`config.mk`:
```
export PLATFORM = sky130hd
export DESIGN_NAME = multicycle_ctrl
export DESIGN_NICKNAME = d
export VERILOG_FILES = /design/src/rtl/multicycle_ctrl_pkg.sv /design/src/rtl/multicycle_ctrl_decode.sv /design/src/rtl/multicycle_ctrl.sv
export SDC_FILE = /design/constraint.sdc
export NUM_CORES = 1
export LEC_CHECK = 0
export BUFFER_PORTS_ARGS = -buffer_cell sky130_fd_sc_hd__buf_2
export CAP_MARGIN = 5
export CORE_ASPECT_RATIO = 1.5
export CORE_MARGIN = 3
export CORE_UTILIZATION = 30
export DETAILED_ROUTE_END_ITERATION = 8
export MAX_ROUTING_LAYER = met4
export PLACE_DENSITY_LB_ADDON = 0.2
export SYNTH_ARGS = -nofsm -noshare
export SYNTH_HDL_FRONTEND = slang
export SYNTH_HIERARCHICAL = 1
export SYNTH_SLANG_ARGS = --single-unit
```
`constraint.sdc`:
```
create_clock -name iCLK -period 2 [get_ports iCLK]
set_input_delay 0.2 -clock iCLK [delete_from_list [all_inputs] [get_ports iCLK]]
set_output_delay 0.2 -clock iCLK [all_outputs]
set_load 0.03 [all_outputs]
```
`src/rtl/multicycle_ctrl_pkg.sv`:
```
// Shared encodings for the multicycle controller: state codes, RV32 opcodes,
// datapath mux select codes and the decoded instruction class.
package multicycle_ctrl_pkg;

    localparam logic [3:0] ST_FETCH    = 4'd0;
    localparam logic [3:0] ST_DECODE   = 4'd1;
    localparam logic [3:0] ST_EXEC_ALU = 4'd2;
    localparam logic [3:0] ST_EXEC_BR  = 4'd3;
    localparam logic [3:0] ST_EXEC_JMP = 4'd4;
    localparam logic [3:0] ST_MEM_ADDR = 4'd5;
    localparam logic [3:0] ST_MEM_RD   = 4'd6;
    localparam logic [3:0] ST_MEM_WR   = 4'd7;
    localparam logic [3:0] ST_WB_ALU   = 4'd8;
    localparam logic [3:0] ST_WB_MEM   = 4'd9;
    localparam logic [3:0] ST_HALT     = 4'd10;

    localparam logic [6:0] OPC_LOAD   = 7'b0000011;
    localparam logic [6:0] OPC_STORE  = 7'b0100011;
    localparam logic [6:0] OPC_OP     = 7'b0110011;
    localparam logic [6:0] OPC_OPIMM  = 7'b0010011;
    localparam logic [6:0] OPC_LUI    = 7'b0110111;
    localparam logic [6:0] OPC_AUIPC  = 7'b0010111;
    localparam logic [6:0] OPC_BRANCH = 7'b1100011;
    localparam logic [6:0] OPC_JAL    = 7'b1101111;
    localparam logic [6:0] OPC_JALR   = 7'b1100111;
    localparam logic [6:0] OPC_SYSTEM = 7'b1110011;

    localparam logic [1:0] PCSRC_PC4  = 2'd0;
    localparam logic [1:0] PCSRC_ALU  = 2'd1;
    localparam logic [1:0] PCSRC_IMM  = 2'd2;

    localparam logic [1:0] ASRC_RS1   = 2'd0;
    localparam logic [1:0] ASRC_PC    = 2'd1;
    localparam logic [1:0] ASRC_ZERO  = 2'd2;

    localparam logic [1:0] BSRC_RS2   = 2'd0;
    localparam logic [1:0] BSRC_IMM   = 2'd1;
    localparam logic [1:0] BSRC_FOUR  = 2'd2;

    localparam logic [1:0] WBSEL_ALU  = 2'd0;
    localparam logic [1:0] WBSEL_MEM  = 2'd1;
    localparam logic [1:0] WBSEL_PC4  = 2'd2;

    typedef enum logic [3:0] {
        CL_LOAD, CL_STORE, CL_OP, CL_OPIMM, CL_LUI, CL_AUIPC,
        CL_BRANCH, CL_JAL, CL_JALR, CL_SYSTEM, CL_ILLEGAL
    } iclass_t;

endpackage

```
`src/rtl/multicycle_ctrl_decode.sv`:
```
// Purely combinational opcode to instruction-class decoder.
module ctrl_decode
    import multicycle_ctrl_pkg::*;
(
    input  logic [6:0] i_opcode,
    output iclass_t    o_class
);

    always_comb begin
        o_class = CL_ILLEGAL;
        case (i_opcode)
            OPC_LOAD:   o_class = CL_LOAD;
            OPC_STORE:  o_class = CL_STORE;
            OPC_OP:     o_class = CL_OP;
            OPC_OPIMM:  o_class = CL_OPIMM;
            OPC_LUI:    o_class = CL_LUI;
            OPC_AUIPC:  o_class = CL_AUIPC;
            OPC_BRANCH: o_class = CL_BRANCH;
            OPC_JAL:    o_class = CL_JAL;
            OPC_JALR:   o_class = CL_JALR;
            OPC_SYSTEM: o_class = CL_SYSTEM;
            default:    o_class = CL_ILLEGAL;
        endcase
    end

endmodule

```
`src/rtl/multicycle_ctrl.sv`:
```
// Multicycle RV32 control FSM: sequences fetch/decode/execute/memory/writeback
// and drives datapath selects and one-cycle write enables.
module multicycle_ctrl
    import multicycle_ctrl_pkg::*;
#(
    parameter int HALT_ON_ILLEGAL = 1
) (
    input  logic        iCLK,
    input  logic        iRST,
    input  logic [31:0] iInstr,
    input  logic        iBrTaken,
    input  logic        iMemReady,
    output logic        oMemReq,
    output logic        oMemWrite,
    output logic        oIorD,
    output logic        oIRWrite,
    output logic        oPCWrite,
    output logic [1:0]  oPCSrc,
    output logic [1:0]  oALUSrcA,
    output logic [1:0]  oALUSrcB,
    output logic        oRegWrite,
    output logic [1:0]  oWBSel,
    output logic        oIllegal,
    output logic [3:0]  oState
);

    logic [3:0] r_state;
    logic [3:0] w_next;
    logic       r_illegal;
    iclass_t    w_class;
    logic       w_unused_instr;

    // Only the major opcode steers sequencing; the rest belongs to the datapath.
    assign w_unused_instr = ^iInstr[31:7];

    ctrl_decode u_decode (
        .i_opcode (iInstr[6:0]),
        .o_class  (w_class)
    );

    always_ff @(posedge iCLK or posedge iRST) begin
        if (iRST) begin
            r_state   <= ST_FETCH;
            r_illegal <= 1'b0;
        end else begin
            r_state <= w_next;
            if (r_state == ST_DECODE && w_class == CL_ILLEGAL)
                r_illegal <= 1'b1;
        end
    end

    always_comb begin
        w_next = r_state;
        case (r_state)
            ST_FETCH:    if (iMemReady) w_next = ST_DECODE;
            ST_DECODE: begin
                case (w_class)
                    CL_LOAD, CL_STORE:                   w_next = ST_MEM_ADDR;
                    CL_OP, CL_OPIMM, CL_LUI, CL_AUIPC:   w_next = ST_EXEC_ALU;
                    CL_BRANCH:                           w_next = ST_EXEC_BR;
                    CL_JAL, CL_JALR:                     w_next = ST_EXEC_JMP;
                    CL_SYSTEM:                           w_next = ST_FETCH;
                    default: w_next = (HALT_ON_ILLEGAL != 0) ? ST_HALT : ST_FETCH;
                endcase
            end
            ST_EXEC_ALU: w_next = ST_WB_ALU;
            ST_EXEC_BR:  w_next = ST_FETCH;
            ST_EXEC_JMP: w_next = ST_FETCH;
            ST_MEM_ADDR: w_next = (w_class == CL_STORE) ? ST_MEM_WR : ST_MEM_RD;
            ST_MEM_RD:   if (iMemReady) w_next = ST_WB_MEM;
            ST_MEM_WR:   if (iMemReady) w_next = ST_FETCH;
            ST_WB_ALU:   w_next = ST_FETCH;
            ST_WB_MEM:   w_next = ST_FETCH;
            ST_HALT:     w_next = ST_HALT;
            default:     w_next = ST_FETCH;
        endcase
    end

    // Everything is forced quiet while reset is held, including the FETCH request.
    always_comb begin
        oMemReq   = 1'b0;
        oMemWrite = 1'b0;
        oIorD     = 1'b0;
        oIRWrite  = 1'b0;
        oPCWrite  = 1'b0;
        oPCSrc    = PCSRC_PC4;
        oALUSrcA  = ASRC_RS1;
        oALUSrcB  = BSRC_RS2;
        oRegWrite = 1'b0;
        oWBSel    = WBSEL_ALU;
        if (!iRST) begin
            case (r_state)
                ST_FETCH: begin
                    oMemReq  = 1'b1;
                    oIRWrite = iMemReady;
                    oPCWrite = iMemReady;
                end
                ST_EXEC_ALU: begin
                    case (w_class)
                        CL_OPIMM: oALUSrcB = BSRC_IMM;
                        CL_LUI: begin
                            oALUSrcA = ASRC_ZERO;
                            oALUSrcB = BSRC_IMM;
                        end
                        CL_AUIPC: begin
                            oALUSrcA = ASRC_PC;
                            oALUSrcB = BSRC_IMM;
                        end
                        default: ;
                    endcase
                end
                ST_EXEC_BR: begin
                    oPCWrite = iBrTaken;
                    oPCSrc   = PCSRC_IMM;
                end
                ST_EXEC_JMP: begin
                    oRegWrite = 1'b1;
                    oWBSel    = WBSEL_PC4;
                    oPCWrite  = 1'b1;
                    if (w_class == CL_JALR) begin
                        oPCSrc   = PCSRC_ALU;
                        oALUSrcB = BSRC_IMM;
                    end else begin
                        oPCSrc   = PCSRC_IMM;
                    end
                end
                ST_MEM_ADDR: oALUSrcB = BSRC_IMM;
                ST_MEM_RD: begin
                    oMemReq = 1'b1;
                    oIorD   = 1'b1;
                end
                ST_MEM_WR: begin
                    oMemReq   = 1'b1;
                    oIorD     = 1'b1;
                    oMemWrite = 1'b1;
                end
                ST_WB_ALU: oRegWrite = 1'b1;
                ST_WB_MEM: begin
                    oRegWrite = 1'b1;
                    oWBSel    = WBSEL_MEM;
                end
                default: ;
            endcase
        end
    end

    assign oIllegal = r_illegal;
    assign oState   = r_state;

endmodule

```
==> impl_summary.md <==
Synth
The post-synthesis instance total is 110. The flip-flop cell with the highest count after synthesis is sky130_fd_sc_hd__dfrtp_1. The number of nets handed over by synthesis was about 150.

The total number of yosys warnings is 6. The number of distinct library cells after synthesis is 42. After synthesis, the most frequently instantiated cells are sky130_fd_sc_hd__nor2_1, sky130_fd_sc_hd__o21ai_0, sky130_fd_sc_hd__nand2_1, sky130_fd_sc_hd__nor3_1. After synthesis, the cell types taking the most area are sky130_fd_sc_hd__dfrtp_1, sky130_fd_sc_hd__o21ai_0, sky130_fd_sc_hd__nor3_1. The dominant cell type by area after synthesis is sky130_fd_sc_hd__dfrtp_1.

Yosys mapped a number of flops with a built-in enable equal to 0. The share of synthesized registers carrying an async set or reset is 100.0%. Of the post-synthesis cell area, the dominant cell type holds between 10% and 20%.

For this run, the register share of the synthesized area comes to roughly 16%. The total standard cell area after synthesis is around 800 sq um. After synthesis the netlist holds a flip-flop and latch count of 5. Averaged over all synthesized cells, the footprint is slightly above 7 sq um. The most common cell in the synthesized netlist is sky130_fd_sc_hd__nor2_1.

Finish
The fill cell instance count of the final layout is 274. The antenna diode count is 0. From synthesis to final layout, the design area changed by 37.32%.

The count of nets after finishing is approximately 180. The ratio of cells with drive above 1 in the final layout is between 40% and 50%. The number of cells in the finished layout apart from fillers is 171.

The post-route core utilization is between 40% and 50%.

Critical path
The critical path required time is roughly 1.8 ns. The capturing element type of the critical path is an output pin. The setup slack of the worst register-to-register path is roughly 0.35 ns. The number of cells on the worst reg-to-reg path is 4. The category of the worst setup path launch point is an input port. The largest single stage delay on the critical path is approximately 0.25 ns. Walking the worst path, the cells encountered are buf_2 -> and3_4 -> o2111a_1 -> a31o_4 -> nor3_4 -> and2_4 -> o21ai_1 -> a21oi_2 -> buf_6.

The startpoint identified for the worst register-to-register timing path is oState[0]$_DFFE_PP0P_. Among all stages on the critical path, the largest delay is contributed by sky130_fd_sc_hd__o2111a_1. Of all nets on the critical path, the largest fanout is 5. The destination of the worst register-to-register timing path is oState[0]$_DFFE_PP0P_. The arrival time of the worst setup path is about 1.7 ns.

The critical path is of the in -> out type.

Drt
Summed over all layers, the routed wires come to around 2.1 mm. After the first detailed-routing iteration, the DRC count stood at 12. Using the TritonRoute via totals, the vias-per-cell ratio works out to between 5 and 6. The count of nets left with antenna violations after detail routing is 0. The detailed router placed slightly above 900 vias in this run. The DRC violation count after routing is 0. After detailed routing, the average wire length per cell comes to between 10 and 15 um.

The number of iterations in the first detailed-routing pass is 4.

Flow run
The number of violations of the max-capacitance limit is 0.

Pwr
In this run the static leakage power is a little over 0.5 nW. The peak supply drop is around 0.5 mV. The areal power density over the cells is 767.5 nW/um^2.

Global routing
The number of global-route vias before repair is between 800 and 900. The global route total overflow is 0. The first global-routing pass estimated approximately 3.3 mm of wire. Entering global routing, the biggest net connects 18 pins. The overall fraction of global-route tracks in use is between 10% and 20%.

The number of antenna violations at the first check in global routing is 0.

Clock network
The depth of the CTS H-tree is 1. For the worst-skew pair, the clock arrives at the later sink with an insertion delay of 0.24 ns. After clock tree synthesis, the clock-pin slew on the worst setup and hold paths is roughly 0.05 ns. The total CTS buffers is 3. The largest buffer count on any clock path is 2.

The clock net in this run drives a total of 5 sinks. The CTS tree is yes. The tree is rooted in a sky130_fd_sc_hd__clkbuf_4.

STA
The count of final hold-check violations is 0. The final critical path takes up 96.02% of the cycle. Setup violations remaining at the end of the flow were counted as 0. Setup repair after global routing could not meet its margin everywhere. The worst clock skew on the final layout is around 0.0066 ns. The count of pins over their slew limit came to 0. The time the final worst path needs with I/O delays and setup is 1.920 ns. The fmax is around 520 MHz.

Placement
Counting tap cells, the placed design contains a total of about 160 instances. The count of buffers inserted at the top-level ports is 28. The HPWL after detailed placement is approximately 1.7 mm. The congestion estimate from routability-driven global placement came to roughly 0.80.

Worst hold path
The startpoint identified for the worst hold timing path is iMemReady. The end point of the most critical hold path is oState[2]$_DFFE_PP0P_. Along the worst hold path, the cell count comes to 4. The tightest min-delay check is of the in -> reg type.

Floorplan
The die is roughly 69 um tall. The die outline width is ~48 um. The die covers approximately 3300 sq um.

The region available for standard cell placement spans 2477 sq um. The I/O pin count is 55. The number of rows created at floorplan is 22. The initial utilization of the core area, before any placement, comes to 32.07%.

Status
The flow ran to the end, and the final reports show no timing, DRC or antenna violations.
[stage by stage]
step           power, mW  worst slack [ns]  cell area [sq um]  hold WS (ns)   TNS, ns
2_1_floorplan     0.6032         -0.005706              805.8      -0.02148  -0.01000
3_3_place_gp      0.7006          -0.09903              977.2        0.1396   -0.1710
3_5_place_dp      0.7098           -0.1068              977.2        0.1461   -0.2044
4_1_cts           0.8324           0.01145               1027        0.3849         0
5_1_grt           0.9124          -0.03913               1091        0.4220  -0.07534
6_report          0.8374           0.07961               1091        0.3883         0
[flip-flops by register name, summed over array words and instances (netlist names)]
signal and cells:
oIllegal 1, oState 4
[critical path, delay by kind of cell]
kind / cells / cell delay (ns)
buffers and inverters: 2 / 0.28
AND/OR/NAND/NOR: 3 / 0.50
AO/OA/AOI/OAI: 4 / 0.75
[placed cells by master (no fill, tap or decap), types with 2 or more instances in the layout]
cell	n
sky130_fd_sc_hd__buf_4	12
sky130_fd_sc_hd__nand3b_1	3
sky130_fd_sc_hd__o21ai_1	2
sky130_fd_sc_hd__nand3_1	4
sky130_fd_sc_hd__a21oi_1	5
sky130_fd_sc_hd__buf_2	27
sky130_fd_sc_hd__o21ai_0	8
sky130_fd_sc_hd__clkbuf_4	3
sky130_fd_sc_hd__nor2_2	2
sky130_fd_sc_hd__nand2_1	9
sky130_fd_sc_hd__nor3_1	7
sky130_fd_sc_hd__and3_1	2
sky130_fd_sc_hd__and2b_2	2
sky130_fd_sc_hd__dfrtp_1	5
sky130_fd_sc_hd__mux2i_1	2
sky130_fd_sc_hd__or2_2	2
sky130_fd_sc_hd__nand2b_1	2
sky130_fd_sc_hd__buf_6	2
sky130_fd_sc_hd__inv_1	6
sky130_fd_sc_hd__and2_1	2
sky130_fd_sc_hd__nor2_1	10
[how the worst max path moves through the flow]
stage / cells after the start / from / end / slack [ns]
finish: 9 / iInstr[2] / oALUSrcB[0] / 0.08
global route: 9 / iInstr[3] / oALUSrcA[0] / -0.04
CTS: 9 / iInstr[2] / oALUSrcB[0] / 0.01
detailed placement: 9 / iInstr[2] / oALUSrcB[0] / -0.11
global placement: 9 / iInstr[2] / oALUSrcB[0] / -0.1
floorplan: 9 / iInstr[2] / oALUSrcB[0] / -0.006
[cells by family after synthesis]
kind of cell	count (synthesis)	synth area share, %
simple gates	58	41.58
compound gates	27	24.41
buf+inv	15	13.07
flops	5	15.75
xor+xnor	2	2.205
mux	2	2.520
other cells	1	0.4720
[per-layer routing]
| metal | routed length, um | global-route usage (%) |
|---|---|---|
| met1 | 800 | 12.78 |
| met4 | 34 | 4.491 |
| met5 | 0 | - |
| met2 | 1139 | 23.56 |
| met3 | 107 | 3.394 |
[timing repair]
| action | in CTS | in global routing |
|---|---|---|
| setup endpoints to repair | 2 | 4 |
| pin swaps | 1 | 3 |
| buffers inserted | 0 | 2 |
| hold buffers | 1 | 0 |
| gates resized for setup | 4 | 11 |
| endpoints found under the hold margin | 5 | 0 |
[area by class of cell]
cell class	count	area, sq um	share of cell area (%)
multi-input combinational	90	629.4	57.68
timing repair buffer	42	257.7	23.62
sequential	5	125.1	11.47
clock buffer	4	26.28	2.408
inverter	6	22.52	2.064
tap	24	30.03	2.752
[power breakdown]
group	internal, mW	switching (mW)	total, mW
clock network	0.0754	0.0407	0.116
logic	0.181	0.314	0.495
registers	0.130	0.0960	0.226
total	0.387	0.451	0.837
(Power assumes the default switching activity.)
